[src/rtl/store_buffer_pkg.sv]
// Shared constants for the store buffer: store size encodings and byte-enable width.
package store_buffer_pkg;

  localparam int unsigned BE_W = 4;

  // Encoding of {sb, sh}; 2'b11 falls through to word handling.
  typedef enum logic [1:0] {
    SZ_W = 2'b00,
    SZ_H = 2'b01,
    SZ_B = 2'b10
  } size_e;

endpackage

[src/rtl/store_lane_align.sv]
// Places low-aligned store data into its byte lanes and flags illegal alignment.
module store_lane_align
  import store_buffer_pkg::*;
(
  input  logic            sb,
  input  logic            sh,
  input  logic [1:0]      off,
  input  logic [31:0]     st_data,
  output logic [31:0]     wdata,
  output logic [BE_W-1:0] be,
  output logic            illegal
);

  always_comb begin
    wdata   = '0;
    be      = '0;
    illegal = 1'b0;
    case ({sb, sh})
      SZ_B: begin
        be    = 4'b0001 << off;
        wdata = {4{st_data[7:0]}};
      end
      SZ_H: begin
        if (off == 2'd3) begin
          illegal = 1'b1;
        end else begin
          be    = 4'b0011 << off;
          wdata = {16'h0000, st_data[15:0]} << {off, 3'b000};
        end
      end
      default: begin
        if (off != 2'd0) begin
          illegal = 1'b1;
        end else begin
          be    = '1;
          wdata = st_data;
        end
      end
    endcase
  end

endmodule

[src/rtl/store_buffer.sv]
// Store queue between the MEM stage and the data memory write port, with a
// conservative word-address hazard check for younger loads.
module store_buffer
  import store_buffer_pkg::*;
#(
  parameter int unsigned DEPTH = 4,
  parameter int unsigned AW    = 32,
  parameter int unsigned DW    = 32
) (
  input  logic                     clk,
  input  logic                     rst,
  input  logic                     st_valid,
  output logic                     st_ready,
  input  logic                     sb,
  input  logic                     sh,
  input  logic [AW-1:0]            st_addr,
  input  logic [DW-1:0]            st_data,
  output logic                     misalign,
  input  logic                     ld_valid,
  input  logic [AW-1:0]            ld_addr,
  output logic                     ld_hazard,
  output logic                     mem_req,
  output logic [AW-1:0]            mem_addr,
  output logic [DW-1:0]            mem_wdata,
  output logic [BE_W-1:0]          mem_be,
  input  logic                     mem_ack,
  output logic                     empty,
  output logic [$clog2(DEPTH):0]   count
);

  localparam int unsigned PW = $clog2(DEPTH);
  localparam int unsigned CW = PW + 1;

  logic [AW-3:0]   addr_q  [DEPTH];
  logic [DW-1:0]   data_q  [DEPTH];
  logic [BE_W-1:0] be_q    [DEPTH];
  logic [DEPTH-1:0] valid_q;
  logic [PW-1:0]   wr_ptr, rd_ptr;
  logic [CW-1:0]   count_q;
  logic            misalign_q;

  logic [DW-1:0]   al_wdata;
  logic [BE_W-1:0] al_be;
  logic            al_illegal;
  logic            full, push, pop;
  logic            unused_ld_off;

  store_lane_align u_align (
    .sb      (sb),
    .sh      (sh),
    .off     (st_addr[1:0]),
    .st_data (st_data),
    .wdata   (al_wdata),
    .be      (al_be),
    .illegal (al_illegal)
  );

  // Readiness comes from registered occupancy only, so a same-cycle pop never frees a slot.
  assign full     = (count_q == CW'(DEPTH));
  assign empty    = (count_q == '0);
  assign st_ready = !full;
  assign push     = st_valid && !full && !al_illegal;
  assign pop      = mem_ack && !empty;

  assign mem_req   = !empty;
  assign mem_addr  = {addr_q[rd_ptr], 2'b00};
  assign mem_wdata = data_q[rd_ptr];
  assign mem_be    = be_q[rd_ptr];
  assign count     = count_q;
  assign misalign  = misalign_q;
  assign unused_ld_off = ^ld_addr[1:0];

  always_ff @(posedge clk) begin
    if (rst) begin
      wr_ptr     <= '0;
      rd_ptr     <= '0;
      count_q    <= '0;
      valid_q    <= '0;
      misalign_q <= 1'b0;
    end else begin
      misalign_q <= st_valid && !full && al_illegal;
      if (push) begin
        wr_ptr          <= wr_ptr + 1'b1;
        valid_q[wr_ptr] <= 1'b1;
      end
      if (pop) begin
        rd_ptr          <= rd_ptr + 1'b1;
        valid_q[rd_ptr] <= 1'b0;
      end
      case ({push, pop})
        2'b10:   count_q <= count_q + 1'b1;
        2'b01:   count_q <= count_q - 1'b1;
        default: count_q <= count_q;
      endcase
    end
  end

  always_ff @(posedge clk) begin
    if (push) begin
      addr_q[wr_ptr] <= st_addr[AW-1:2];
      data_q[wr_ptr] <= al_wdata;
      be_q[wr_ptr]   <= al_be;
    end
  end

  always_comb begin
    ld_hazard = 1'b0;
    for (int unsigned i = 0; i < DEPTH; i++) begin
      if (valid_q[i] && (addr_q[i] == ld_addr[AW-1:2])) ld_hazard = ld_valid;
    end
  end

endmodule
[config.mk]
export PLATFORM = sky130hd
export DESIGN_NAME = store_buffer
export DESIGN_NICKNAME = d
export VERILOG_FILES = /design/src/rtl/store_buffer_pkg.sv /design/src/rtl/store_lane_align.sv /design/src/rtl/store_buffer.sv
export SDC_FILE = /design/constraint.sdc
export NUM_CORES = 1
export LEC_CHECK = 0
export ABC_AREA = 1
export CORE_MARGIN = 2
export CORE_UTILIZATION = 30
export DETAILED_ROUTE_END_ITERATION = 16
export PLACE_DENSITY = 0.6
export SLEW_MARGIN = 20
export SYNTH_ARGS = -nofsm -noshare
export SYNTH_HDL_FRONTEND = slang
export SYNTH_SLANG_ARGS = --single-unit
[constraint.sdc]
create_clock -name clk -period 8.9 [get_ports clk]
set_clock_uncertainty 0.05 [all_clocks]
set_input_delay 2.67 -clock clk [delete_from_list [all_inputs] [get_ports clk]]
set_output_delay 2.67 -clock clk [all_outputs]
set_load 0.05 [all_outputs]
==> results_dict.tcl <==
set metrics [dict create \
    met1_usage_pct 22.30 \
    crit_arrival_ns 5.14 \
    start_kind "primary input" \
    crit_type "primary input to primary output" \
    setup_tns_ns 0 \
    clockRootBuffer "clkbuf_16" \
    min_path_type "flop to flop" \
    cts_tree "built" \
    syn_to_final_growth_pct 24.46 \
    critPathSlowestCell "clkdlybuf4s50_1" \
    reg2reg_depth 7 \
    cts_resized 0 \
    crit_buf_inv 2 \
    synth.area.top_cells "edfxtp_1 58%, nand2_1 10%, o21ai_0 5.2%" \
    drive_above_1_share_pct 6.246 \
    clock_sinks 278 \
    worstPathMaxFanout 5 \
    worst_pin_slew_ns 0.9478 \
    clock_latency_ns 0.57 \
    cpLargestDelayFamily "buffers and inverters" \
    ctsHtreeMaxLevel 1 \
    layout_commonest_cell "nand2_1" \
    final_nets 1761 \
    fp-row-count 78 \
    synth_area_leader_cell "edfxtp_1" \
    synth_edf_count 264 \
    syn_area_per_cell_um2 9.284 \
    ctsHoldBuffers 0 \
    status "finished clean" \
    routed_wl_um 41070 \
    setup_slack_ns 1.043 \
    cp.required_ns 6.18 \
    use_met2_pct 26.99 \
    die_w_um 218.2 \
    grt_pass1_wl_um 59790 \
    synth_area_um2 13770 \
    hpwl_um 27860 \
    cts.reportedPaths.clkPinSlew_ns 0.06 \
    hold_viol 0 \
    use_met3_pct 3.354 \
    clk_path_buf_depth 3 \
    p_leak_uw 0.006805 \
    period_minus_slack_ns 7.857 \
    post_cts_buffers 0 \
    grt.total_usage_pct 16.62 \
    first_iter_violations 879 \
    die_h_um 218.2 \
    nFillCells 4523 \
    p_per_area_nw_per_um2 281.7 \
    drv_slew 0 \
    ys_seq_area_share_pct 59.61 \
    die_area_um2 47620 \
    pin_count 179 \
    place.gp.congestion 0.9107 \
    syn_inst 1483 \
    cp.depth 11 \
    synth.distinct_cells 42 \
    final_util_pct 37.76 \
    busiest_layer "met2" \
    finalCritPeriodShare_pct 88.28 \
    grt-ovfl-total 0 \
    synth_flop_cell "edfxtp_1" \
    crit_path_end "ld_hazard" \
    rrSetupSlack_ns 6.81 \
    cts_buffers 31 \
    yosys_warnings 0 \
    layout_common_cells "369 x nand2_1, 264 x edfxtp_1, 180 x inv_1" \
    antenna_found_initial 4 \
    reg2reg_from "count[0]" \
    timing.critical_path.slowest_cell_delay_ns 0.80 \
    netlist.area_leader.share_pct 57.58 \
    drt_first_pass_iters 5 \
    post-place-ws_ns 1.058 \
    cp_cell_sequence "clkdlybuf4s50_1 -> xnor2_1 -> nand2_1 -> nor2_1 -> nand2_1 -> nor2_1 -> nand2_1 -> nand2_1 -> nor2_1 -> nor2_1 -> clkdlybuf4s50_1" \
    grt_pass1_vias 9927 \
    async_flop_share_pct 0 \
    dp_cells 2207 \
    critical_path.startpoint "ld_addr[2]" \
    wl_per_cell_um 18.11 \
    rsz0062_at_grt "no" \
    grt_max_degree 98 \
    core_area_um2 45380 \
    final_antenna_net_count 0 \
    critPathCaptureType "primary output" \
    drv_cap 0 \
    synth_seq_cells 278 \
    max_freq_mhz 127.3 \
    portBuffers 174 \
    vias 10770 \
    routed_via_density 4.750 \
    layout.cells.non_filler 2267 \
    ir_worst_vdd_mv 0.2152 \
    regToRegEndpoint "addr_q[3][17]" \
    setup-violations-final 0 \
    relSlewSlack_pct 36.81 \
    initial_core_util_pct 30.34 \
    drc 0 \
]
-- worst min-delay path by stage --
stage / from / to / depth (start not counted)
after detailed placement: valid_q[3] / valid_q[3] / 2
after global placement: valid_q[3] / valid_q[3] / 2
final: valid_q[3] / valid_q[3] / 2
after CTS: valid_q[3] / valid_q[3] / 2
after floorplan: valid_q[3] / valid_q[3] / 2
after global routing: valid_q[3] / valid_q[3] / 2
-- cells in the mapped netlist (5+ instances only) --
| library cell | n |
|---|---|
| nand2_1 | 369 |
| edfxtp_1 | 264 |
| inv_1 | 182 |
| nor2_1 | 150 |
| o21ai_0 | 143 |
| a21oi_1 | 90 |
| o22ai_1 | 56 |
| clkbuf_1 | 34 |
| xnor2_1 | 26 |
| inv_2 | 25 |
| nand3_1 | 23 |
| buf_2 | 17 |
| ha_1 | 17 |
| dfxtp_1 | 14 |
| nand4_1 | 9 |
| o21ai_1 | 5 |
-- metrics by stage --
stage               cell area, um2  power [uW]  hold WS, ns
finish                       17140        4827       0.4462
global route                 17130        5035       0.4694
CTS                          17130        4877       0.4453
detailed placement           16130        3604       0.4350
global placement             16130        3592       0.4300
floorplan                    13770        2880       0.4050
-- kinds of logic (layout without fill, tap and decap cells) --
| logic type | count (synthesis) | in the layout | share of synthesized area (%) |
|---|---|---|---|
| AND/OR/NAND/NOR | 566 | 566 | 16.20 |
| flip-flops | 278 | 278 | 59.61 |
| other | 1 | 4 | 0.02724 |
| buffers and inverters | 273 | 454 | 7.870 |
| AO/OA/AOI/OAI | 317 | 317 | 12.69 |
| adder cells (fa/ha/maj) | 18 | 18 | 1.690 |
| XOR/XNOR | 30 | 30 | 1.908 |
-- final cells by class --
cell class,count,area [um2],area share [%]
well taps,600,750.7,4.381
clock inverters,23,215.2,1.256
flip-flops and latches,278,8212,47.92
multi-input cells,933,4491,26.20
diodes,2,5.005,0.02921
inverters,210,790.8,4.614
clock buffers,35,790.8,4.614
repair buffers,186,1882,10.98
-- sequential cells by signal, indices dropped and copies added (netlist names), named ones only --
name and flops:
wr_ptr 2, be_q 16, data_q 128, misalign 1, addr_q 120, valid_q 4, rd_ptr 2, count 3
-- layer usage --
| layer | share of wire (%) | vias up |
|---|---|---|
| met4 | 3.1 | 4 |
| li1 | - | 5253 |
| met3 | 7.5 | 77 |
| met1 | 44 | 5056 |
| met5 | 0.061 | - |
| met2 | 46 | 378 |
-- tightest hold or removal path: stages (launching register included) --
cell	delay (ns)
dfxtp_1	0.29
inv_1	0.09
a221oi_2	0.06
-- report_power, final --
part           switching, uW  total [uW]  internal, uW  leakage [uW]
combinational           1400        1970           574       0.00377
sequential              62.5        1590          1530       0.00254
clock                    517        1270           750      0.000494
total                   1970        4830          2850       0.00681
Note: power is estimated with default switching activity, not from simulation.
